`src/rtl/io_map_pkg.sv`:
```
// Shared address map and debounce state encoding for the LED/switch I/O peripheral.
package io_map_pkg;

  localparam logic [31:0] IO_BASE_DEFAULT = 32'hFFFF_FC00;

  localparam logic [31:0] LED_LO = 32'h0000_0060;
  localparam logic [31:0] LED_HI = 32'h0000_0062;
  localparam logic [31:0] SW_LO  = 32'h0000_0070;
  localparam logic [31:0] SW_HI  = 32'h0000_0072;
  localparam logic [31:0] SW_CHG = 32'h0000_0074;

  typedef enum logic {
    STABLE,
    COUNTING
  } db_state_t;

endpackage

```
`src/rtl/switch_debouncer.sv`:
```
// Two-flop synchronizer followed by a stability-counting debounce FSM.
module switch_debouncer
  import io_map_pkg::*;
#(
  parameter int DATA_W          = 24,
  parameter int DEBOUNCE_CYCLES = 200000
) (
  input  logic              clk,
  input  logic              rst_n,
  input  logic [DATA_W-1:0] switch_in,
  output logic [DATA_W-1:0] sw_db,
  output logic              commit
);

  localparam int CNT_W = $clog2(DEBOUNCE_CYCLES + 1);
  localparam logic [CNT_W-1:0] CNT_LAST = CNT_W'(DEBOUNCE_CYCLES - 1);
  localparam logic [CNT_W-1:0] CNT_ONE  = CNT_W'(1);

  logic [DATA_W-1:0] sync_p0;
  logic [DATA_W-1:0] sync_p1;
  logic [DATA_W-1:0] cand;
  logic [CNT_W-1:0]  count;
  db_state_t         state;

  // stage p0/p1: metastability synchronizer
  always_ff @(posedge clk or negedge rst_n) begin
    if (!rst_n) begin
      sync_p0 <= '0;
      sync_p1 <= '0;
    end else begin
      sync_p0 <= switch_in;
      sync_p1 <= sync_p0;
    end
  end

  // Decoded from registered state so the top can set its change flag on the
  // same edge that sw_db takes the new value.
  assign commit = (state == COUNTING) && (sync_p1 == cand) && (count >= CNT_LAST);

  // stage p2: debounce FSM
  always_ff @(posedge clk or negedge rst_n) begin
    if (!rst_n) begin
      state <= STABLE;
      count <= '0;
      cand  <= '0;
      sw_db <= '0;
    end else begin
      case (state)
        STABLE: begin
          if (sync_p1 != sw_db) begin
            state <= COUNTING;
            count <= CNT_ONE;
            cand  <= sync_p1;
          end else begin
            count <= '0;
          end
        end
        COUNTING: begin
          if (sync_p1 != cand) begin
            state <= STABLE;
            count <= '0;
          end else if (commit) begin
            sw_db <= cand;
            state <= STABLE;
            count <= '0;
          end else begin
            count <= count + CNT_ONE;
          end
        end
        default: begin
          state <= STABLE;
          count <= '0;
        end
      endcase
    end
  end

endmodule

```
`src/rtl/led_switch_io.sv`:
```
// Memory-mapped LED/switch peripheral: address decode, LED registers,
// sticky switch-change flag and zero-latency read mux.
module led_switch_io
  import io_map_pkg::*;
#(
  parameter int          DEBOUNCE_CYCLES = 200000,
  parameter logic [31:0] IO_BASE         = IO_BASE_DEFAULT
) (
  input  logic        clk,
  input  logic        rst_n,
  input  logic        led_ctrl,
  input  logic        switch_ctrl,
  input  logic [31:0] addr,
  input  logic [31:0] wdata,
  input  logic [23:0] switch_in,
  output logic [23:0] led_out,
  output logic [15:0] io_rdata
);

  logic        hit_led_lo;
  logic        hit_led_hi;
  logic        hit_sw_lo;
  logic        hit_sw_hi;
  logic        hit_sw_chg;
  logic [23:0] sw_db;
  logic        commit;
  logic        chg;
  logic        wdata_unused;

  assign hit_led_lo = (addr == IO_BASE + LED_LO);
  assign hit_led_hi = (addr == IO_BASE + LED_HI);
  assign hit_sw_lo  = (addr == IO_BASE + SW_LO);
  assign hit_sw_hi  = (addr == IO_BASE + SW_HI);
  assign hit_sw_chg = (addr == IO_BASE + SW_CHG);

  assign wdata_unused = ^wdata[31:16];

  switch_debouncer #(
    .DATA_W          (24),
    .DEBOUNCE_CYCLES (DEBOUNCE_CYCLES)
  ) u_debouncer (
    .clk       (clk),
    .rst_n     (rst_n),
    .switch_in (switch_in),
    .sw_db     (sw_db),
    .commit    (commit)
  );

  always_ff @(posedge clk or negedge rst_n) begin
    if (!rst_n) begin
      led_out <= '0;
    end else begin
      if (led_ctrl && hit_led_lo) led_out[15:0]  <= wdata[15:0];
      if (led_ctrl && hit_led_hi) led_out[23:16] <= wdata[7:0];
    end
  end

  // A commit landing on the clearing read's edge must not be lost.
  always_ff @(posedge clk or negedge rst_n) begin
    if (!rst_n) begin
      chg <= 1'b0;
    end else if (commit) begin
      chg <= 1'b1;
    end else if (switch_ctrl && hit_sw_chg) begin
      chg <= 1'b0;
    end
  end

  always_comb begin
    io_rdata = '0;
    if (switch_ctrl) begin
      if (hit_led_lo)      io_rdata = led_out[15:0];
      else if (hit_led_hi) io_rdata = {8'h00, led_out[23:16]};
      else if (hit_sw_lo)  io_rdata = sw_db[15:0];
      else if (hit_sw_hi)  io_rdata = {8'h00, sw_db[23:16]};
      else if (hit_sw_chg) io_rdata = {15'h0000, chg};
    end
  end

endmodule
```
`config.mk`:
```
export PLATFORM = sky130hd
export DESIGN_NAME = led_switch_io
export DESIGN_NICKNAME = d
export VERILOG_FILES = /design/src/rtl/io_map_pkg.sv /design/src/rtl/switch_debouncer.sv /design/src/rtl/led_switch_io.sv
export SDC_FILE = /design/constraint.sdc
export NUM_CORES = 1
export LEC_CHECK = 0
export CORE_ASPECT_RATIO = 2
export CORE_MARGIN = 5
export CORE_UTILIZATION = 25
export CTS_CLUSTER_SIZE = 25
export DETAILED_ROUTE_END_ITERATION = 10
export SLEW_MARGIN = 20
export SYNTH_ARGS = -nofsm -noshare
export SYNTH_HDL_FRONTEND = slang
export SYNTH_HIERARCHICAL = 1
export SYNTH_SLANG_ARGS = --single-unit
```
`constraint.sdc`:
```
create_clock -name clk -period 3 [get_ports clk]
set_input_delay 0.6 -clock clk [delete_from_list [all_inputs] [get_ports clk]]
set_output_delay 0.6 -clock clk [all_outputs]
set_load 0.02 [all_outputs]
```
# Yosys cells after proc, flatten, opt, wreduce, memory -nomap -nowiden
# Cells that the tools add are included.
# W data, S select, Z words.
# word_totals
reg_bits	140
in_bits	92
out_inout_bits	40
elab_cells	45
# classes
add_sub_neg	1
n_lt_le_gt_ge	1
n_eq_ne	8
muxes	16
n_bitwise	2
n_reduce_logical	8
# op_table
cell	n
$eq A32 B32 Y1 const B	5
$mux W16	4
$ne A24 B24 Y1	2
$mux W18	2
$pmux W18 S2	1
$eq A24 B24 Y1	1
$add A18 B1 Y18 const B	1
$ge A18 B18 Y1 const B	1
$mux W8	1
$mux W1	7
$logic_and A1 B1 Y1	5
$reduce_and A3 Y1	1
$not A1 Y1	2
$pmux W1 S2	1
$reduce_and A2 Y1	1
$reduce_bool A2 Y1	1

# Depth between registers and ports, before layout
# Gate-level depths: netlist of run 1.
# logic_depth
depth_word	7
ltp_mapped	7
mapped_depth_nobuf	6

# Hierarchy
# Netlist of run 1, hierarchy kept.
# by_module_without_submodules
module	n_inst	cells_each	area_per_inst_um2	seq_area_each_um2
switch_debouncer	1	320	4614.4	2877.8
led_switch_io	1	142	1549.0	625.6

# Least setup slack after synthesis of run 1
# OpenSTA, ideal clock, no wires.
# synth_path
kind	input to output
from	input port addr[7]
to	output port io_rdata[10]
arrival_ns	2.199
required_ns	2.400
slack_ns	0.201
cell_stages	5
n_path_buf	1
path_cell_list	nand4b_1 or4_4 or4_1 clkbuf_1 nor2_1
# synth_via
elab_chain_cells	5
elab_cells_between_ends	7
cone_classes	3 x eq/ne; 4 x mux
# synth_lines
element	line	source
start: declaration	led_switch_io.sv:13	input logic [31:0] addr,
$eq A32 B32 Y1	led_switch_io.sv:32	assign hit_sw_lo = (addr == IO_BASE + SW_LO);
$mux W16	led_switch_io.sv:74	else if (hit_sw_lo) io_rdata = sw_db[15:0];
$mux W16	led_switch_io.sv:73	else if (hit_led_hi) io_rdata = {8'h00, led_out[23:16]};
$mux W16 *	led_switch_io.sv:72	if (hit_led_lo) io_rdata = led_out[15:0];
$mux W16 *	led_switch_io.sv:71	if (switch_ctrl) begin
end: declaration	led_switch_io.sv:17	output logic [15:0] io_rdata
# Mark *: on every way between the ends. The rest lies on a longest branch, timed or not.

# Worst setup path after layout of run 1
# layout_path
from	input port addr[23]
to	output port io_rdata[7]
# layout_via
elab_chain_cells	6
elab_cells_between_ends	9
cone_classes	4 x eq/ne; 5 x mux
# layout_lines
element	line	source
$eq A32 B32 Y1	led_switch_io.sv:33	assign hit_sw_hi = (addr == IO_BASE + SW_HI);
$mux W8	led_switch_io.sv:75	else if (hit_sw_hi) io_rdata = {8'h00, sw_db[23:16]};
$mux W16	led_switch_io.sv:74	
$mux W16	led_switch_io.sv:73	
$mux W16 *	led_switch_io.sv:72	
$mux W16 *	led_switch_io.sv:71	
# Marks and branches as above.

==> results of run 1 <==
[kinds of logic after synthesis]
family          share of synthesized area
fa+ha+maj                         0.00203
mux                                 0.168
compound gates                     0.0331
xor+xnor                           0.0895
buf+inv                            0.0197
simple gates                        0.119
flops                               0.568
[per-stage QoR]
| step | utilization | instances |
|---|---|---|
| after floorplan | - | 462 |
| after global placement | 0.322 | 922 |
| after detailed placement | 0.322 | 922 |
| after CTS | 0.345 | 956 |
| after global routing | 0.347 | 957 |
| final | 0.347 | 957 |
[where the power goes]
part           total [mW]  switching (mW)  internal [mW]
clock                2.14           0.767           1.38
sequential           1.98          0.0397           1.94
combinational       0.271           0.128          0.143
[cells in the final DEF (no fill, tap or decap), drive strengths merged, types with 2 or more instances in the layout]
master         count
a31oi              2
xnor2             57
bufinv             3
or3                3
o21ai              2
nor2              39
nand2             11
dfrtp            140
dlygate4sd2       19
and3               2
and4               2
clkbuf            30
nor4               9
clkdlybuf4s50     69
buf               49
nor3               9
nor3b              2
mux2i             15
mux2              72
nand4             26
clkinv             4
nand3             10
nand4b             2
a21oi             10
or4                5
o211a              7
inv                8
xor2               6
[state kept, by name, summed over array words and instances (netlist names)]
signal and cells:
u_debouncer/sync_p1 24, u_debouncer/count 18, chg 1, u_debouncer/sync_p0 24
led_out 24, u_debouncer/cand 24, u_debouncer/state 1, u_debouncer/sw_db 24
[repair_timing]
item | in CTS | in global routing
gates resized for setup | 122 | 32
hold buffers | 0 | 0
setup buffers | 2 | 2
pin swaps | 12 | 12
endpoints found under the setup margin | 16 | 16
hold endpoints to repair | 0 | 0
[Yosys cell counts (3+ instances only)]
cell type / n / area share
inv_1: 7 / 0.0043
dfrtp_1: 140 / 0.57
xnor2_1: 57 / 0.081
nand3_1: 9 / 0.0073
mux2_4: 20 / 0.049
a21oi_1: 10 / 0.0081
nor4_1: 6 / 0.0061
mux2i_1: 15 / 0.024
or3_1: 3 / 0.0030
nor3_1: 9 / 0.0073
o211a_1: 7 / 0.011
nand4_1: 26 / 0.026
clkbuf_1: 4 / 0.0024
or4_1: 3 / 0.0037
buf_2: 4 / 0.0032
xor2_1: 6 / 0.0085
mux2_2: 52 / 0.095
nor2_1: 39 / 0.024
nand2_1: 11 / 0.0067
[cell type report]
type	count	area (um2)	area share
clock buffer	23	478	0.0565
clock inverter	9	134	0.0158
timing repair buffer	144	1320	0.156
inverter	7	26.3	0.00310
sequential	140	3500	0.414
multi-input combinational	302	2590	0.306
tap	332	415	0.0491
[layer usage]
layer | global-route usage | wire [um]
met1 | 0.113 | 5460
met2 | 0.231 | 9420
met3 | 0.0312 | 824
met4 | 0.0635 | 667
met5 | 0 | 0
[worst max-delay path: cells and delay by family]
| family | cells | cell delay, ns |
|---|---|---|
| simple gates | 3 | 1.06 |
| buf+inv | 3 | 0.50 |
| compound gates | 1 | 0.24 |
[path summary, 6_finish.rpt]
kind	endpoint
hold reg to reg	u_debouncer/sync_p1[19]
max in group asynchronous	u_debouncer/sync_p0[4]
setup reg to reg	u_debouncer/count[0]
min in group clk	u_debouncer/sync_p1[19]
setup / recovery	io_rdata[7]
hold / removal	u_debouncer/sync_p0[8]
==> reports/results.ini, run 1 <==
[setup_path]
r2r-start = u_debouncer/sync_p1[20]
slowest_stage = or4_4
crit_path_max_fanout = 6
crit_path_end_kind = primary output
reg2regPathDepth = 5
setup.worst_path.start = addr[23]
r2r_setup_slack_ns = 0.69
critPathLaunchType = primary input
critical_path_required_ns = 2.40
arrival_ns = 2.41
slowest_delay_ns = 0.51
crit_chain = dlygate4sd2_1 -> nand4_1 -> or4_4 -> or4_4 -> buf_6 -> o211a_1 -> buf_6
critPathKind = in2out

[timing]
whs_ns = 0.0958
period_share = 1.00
finClkSkew_ns = 0.00906
timing.fmax_ghz = 0.333
worst_slack_ns = -0.00537
worstMarginPinSlew_ns = 0.862
rsz0062_at_grt = yes
setup_tns_ns = -0.00939
finalSetupViolations = 2
hold_viol = 0
relSlewSlack = 0.424
maxSlewViolCount = 0
finalCriticalPeriod_ns = 3.01

[die]
die_x_um = 121
ioPinCount = 132
rows = 81
die_h_um = 232
core_area_um2 = 24400
floorplan.initialDensity = 0.252
dieArea_um2 = 28100

[cts]
cts-root-buf = clkbuf_16
cts_sinks = 140
clock_latency_ns = 0.42
ctsHtreeMaxLevel = 4
clockBufferDepth = 2
cts_tree = built
clk_transition_reported_paths_ns = 0.06
cts_buffers = 17

[final_layout]
drive_gt1_frac = 0.291
design_area_um2 = 8470
insertedDiodeCount = 0
syn_to_final_growth_pct = 37.4
nNetsFinal = 705
fillCellCount = 2414

[detailed_routing]
drc_errors = 0
antenna_left = 0
wire_per_inst_um = 17.1
dr.pass1.iters = 4
drt_wl_total_um = 16400
vias = 4223
routed_via_density = 4.41
drt_iter0_markers = 182

[place]
place_area_um2 = 7860
globalplace.congestion = 0.845
dpl.hpwl_um = 13000
pre_cts_ws_ns = -0.795
port_buffers = 115

[logic_synthesis]
synth_async_sr_flop_share = 1.00
ys.warnings.count = 6
synth_area_um2 = 6160
synth_seq_cells = 140
synth_cells = 462
yosys.cell_types.count = 47
synthFlopType = dfrtp_1
avgSynthCellArea_um2 = 13.3
synth_nets = 555
synth_edf_count = 0
seq_area_frac_synth = 0.568

[run_status]
status = finished, violations left
violations = negative setup slack

[power_and_ir_drop]
leakage_nw = 3.68
irDropWorstVdd_v = 0.000372
powerDensity_nw_per_um2 = 519
power_mw = 4.39

[global_routing]
grt_overflow = 0
grtUsageTotal = 0.120
antenna_found_initial = 0
grt_max_degree = 68
grt_pass1_wl_um = 25100
grt_pass1_vias = 4520

[hold_path]
hold_class = in2async

[run]
drv_cap = 0

Power figures use the tool's default switching activity.
==> run 2: changes to the inputs <==
TNS_END_PERCENT = 10   (was not set)
==> reports/results.ini, run 2 (synthesis results as in run 1) <==
[final_layout]
nNetsFinal = 706  ; +0.14%
design_area_um2 = 8460  ; about the same
regArea_um2 = 3500  ; unchanged
fillCellCount = 2411  ; -0.12%
final_util = 0.346  ; about the same
final_common_cell = dfrtp_1
syn_to_final_growth_pct = 37.3  ; about the same
final_cell_count_no_fill = 958  ; +0.10%
insertedDiodeCount = 0  ; unchanged
drive_gt1_frac = 0.283  ; -0.00845
multiInputGateArea_um2 = 2580  ; -0.58%
layout_common_cells = dfrtp_1, clkdlybuf4s50_1, xnor2_1

[cts]
clock_latency_ns = 0.42  ; about the same
cts_tree = built
cts_buffers = 17  ; unchanged
ctsHtreeMaxLevel = 4  ; unchanged
cts_sinks = 140  ; unchanged
clk_transition_reported_paths_ns = 0.06  ; about the same
clockBufferDepth = 2  ; unchanged
cts-root-buf = clkbuf_16

[setup_path]
crit_chain = clkdlybuf4s15_1 -> nand4_1 -> or4_4 -> or4_4 -> buf_6 -> o211a_1 -> buf_6
critPathLaunchType = primary input
slowest_stage = or4_4
slowest_delay_ns = 0.55  ; +0.04 ns
reg2regPathDepth = 5  ; unchanged
crit_path_end_kind = primary output
critPathKind = in2out
critical_path_required_ns = 2.40  ; about the same
crit_path_max_fanout = 6  ; unchanged
arrival_ns = 2.40  ; about the same

[global_routing]
antenna_found_initial = 0  ; unchanged
grt_pass1_vias = 4520  ; unchanged
grt_pass1_wl_um = 25100  ; unchanged
grt_overflow = 0  ; unchanged
grtUsageTotal = 0.120  ; unchanged
grt_max_degree = 68  ; unchanged

[detailed_routing]
wire_per_inst_um = 17.1  ; about the same
drt_iter0_markers = 191  ; +4.9%
routed_via_density = 4.39  ; -0.41%
drt_wl_total_um = 16400  ; +0.13%
antenna_left = 0  ; unchanged
dr.pass1.iters = 6  ; +2
drc_errors = 0  ; unchanged
vias = 4210  ; -0.31%

[die]
rows = 81  ; unchanged
die_x_um = 121  ; unchanged
die_h_um = 232  ; unchanged
ioPinCount = 132  ; unchanged
floorplan.initialDensity = 0.252  ; unchanged
core_area_um2 = 24400  ; unchanged
dieArea_um2 = 28100  ; unchanged

[timing]
finClkSkew_ns = 0.00975  ; +0.000683 ns
hold_viol = 0  ; unchanged
maxSlewViolCount = 0  ; unchanged
rsz0062_at_grt = yes
worst_slack_ns = 0.00183  ; +0.00720 ns
whs_ns = 0.0912  ; -0.00460 ns
finalSetupViolations = 0  ; -2
worstMarginPinSlew_ns = 0.878  ; +0.0163 ns
setup_tns_ns = 0  ; +0.00939 ns
finalCriticalPeriod_ns = 3.00  ; -0.00720 ns
period_share = 0.999  ; -0.00240
relSlewSlack = 0.413  ; -0.0109
timing.fmax_ghz = 0.334  ; +0.24%

[place]
dpl.hpwl_um = 13000  ; unchanged
place_area_um2 = 7860  ; unchanged
place_inst = 922  ; unchanged
port_buffers = 115  ; unchanged
pre_cts_ws_ns = -0.795  ; unchanged
globalplace.congestion = 0.845  ; unchanged

[run]
drv_cap = 0  ; unchanged

[hold_path]
hold_class = in2async

[power_and_ir_drop]
leakage_nw = 3.68  ; +0.14%
power_mw = 4.39  ; about the same
powerDensity_nw_per_um2 = 519  ; about the same
irDropWorstVdd_v = 0.000372  ; about the same

[run_status]
status = complete, no violations

run 2: what timing repair did:
action,in CTS,in global routing
buffers inserted,2,2
pin swaps,12,1
endpoints found under the hold margin,0,0
hold buffers,0,0
resized for setup,122,17
setup endpoints to repair,16,16
run 2: final cells by class:
type | instances | share of cell area
Clock buffer | 23 | 0.0565
Clock inverter | 9 | 0.0158
Inverter | 7 | 0.00310
Multi-Input combinational cell | 302 | 0.304
Sequential cell | 140 | 0.414
Tap cell | 332 | 0.0491
Timing Repair Buffer | 145 | 0.157
run 2: path summary, 6_finish.rpt:
| kind | startpoint | endpoint | slack (ns) |
|---|---|---|---|
| max | addr[27] | io_rdata[4] | 0.002 |
| min | rst_n | u_debouncer/sync_p0[8] | 0.09 |
| max reg2reg | u_debouncer/sync_p1[20] | u_debouncer/count[0] | 0.70 |
| min reg2reg | u_debouncer/sync_p0[19] | u_debouncer/sync_p1[19] | 0.34 |
| max in group asynchronous | rst_n | u_debouncer/sync_p0[4] | 2.21 |
| min in group clk | u_debouncer/sync_p0[19] | u_debouncer/sync_p1[19] | 0.34 |
run 2: routing by layer:
metal	track usage	routed length [um]	up-vias
met5	0	0	-
met4	0.0635	660	0
met3	0.0312	845	31
met2	0.231	9430	144
met1	0.113	5460	2087
li1	-	-	1948
run 2: power breakdown:
| part | internal, mW | total [mW] | switching, mW |
|---|---|---|---|
| Sequential | 1.94 | 1.98 | 0.0398 |
| Clock | 1.37 | 2.14 | 0.766 |
| Combinational | 0.144 | 0.271 | 0.127 |
run 2: worst max-delay path, delay by kind of cell:
kind | cells | cell delay, ns
buf+inv | 3 | 0.47
compound gates | 1 | 0.23
simple gates | 3 | 1.09
==> run 3: changes to the inputs <==
CTS_CLUSTER_DIAMETER = 80   (was not set)
SLEW_MARGIN = 15   (was 20)
==> results of run 3 <==
Same layout as run 2: the final DEF is identical, and so are final timing and power.
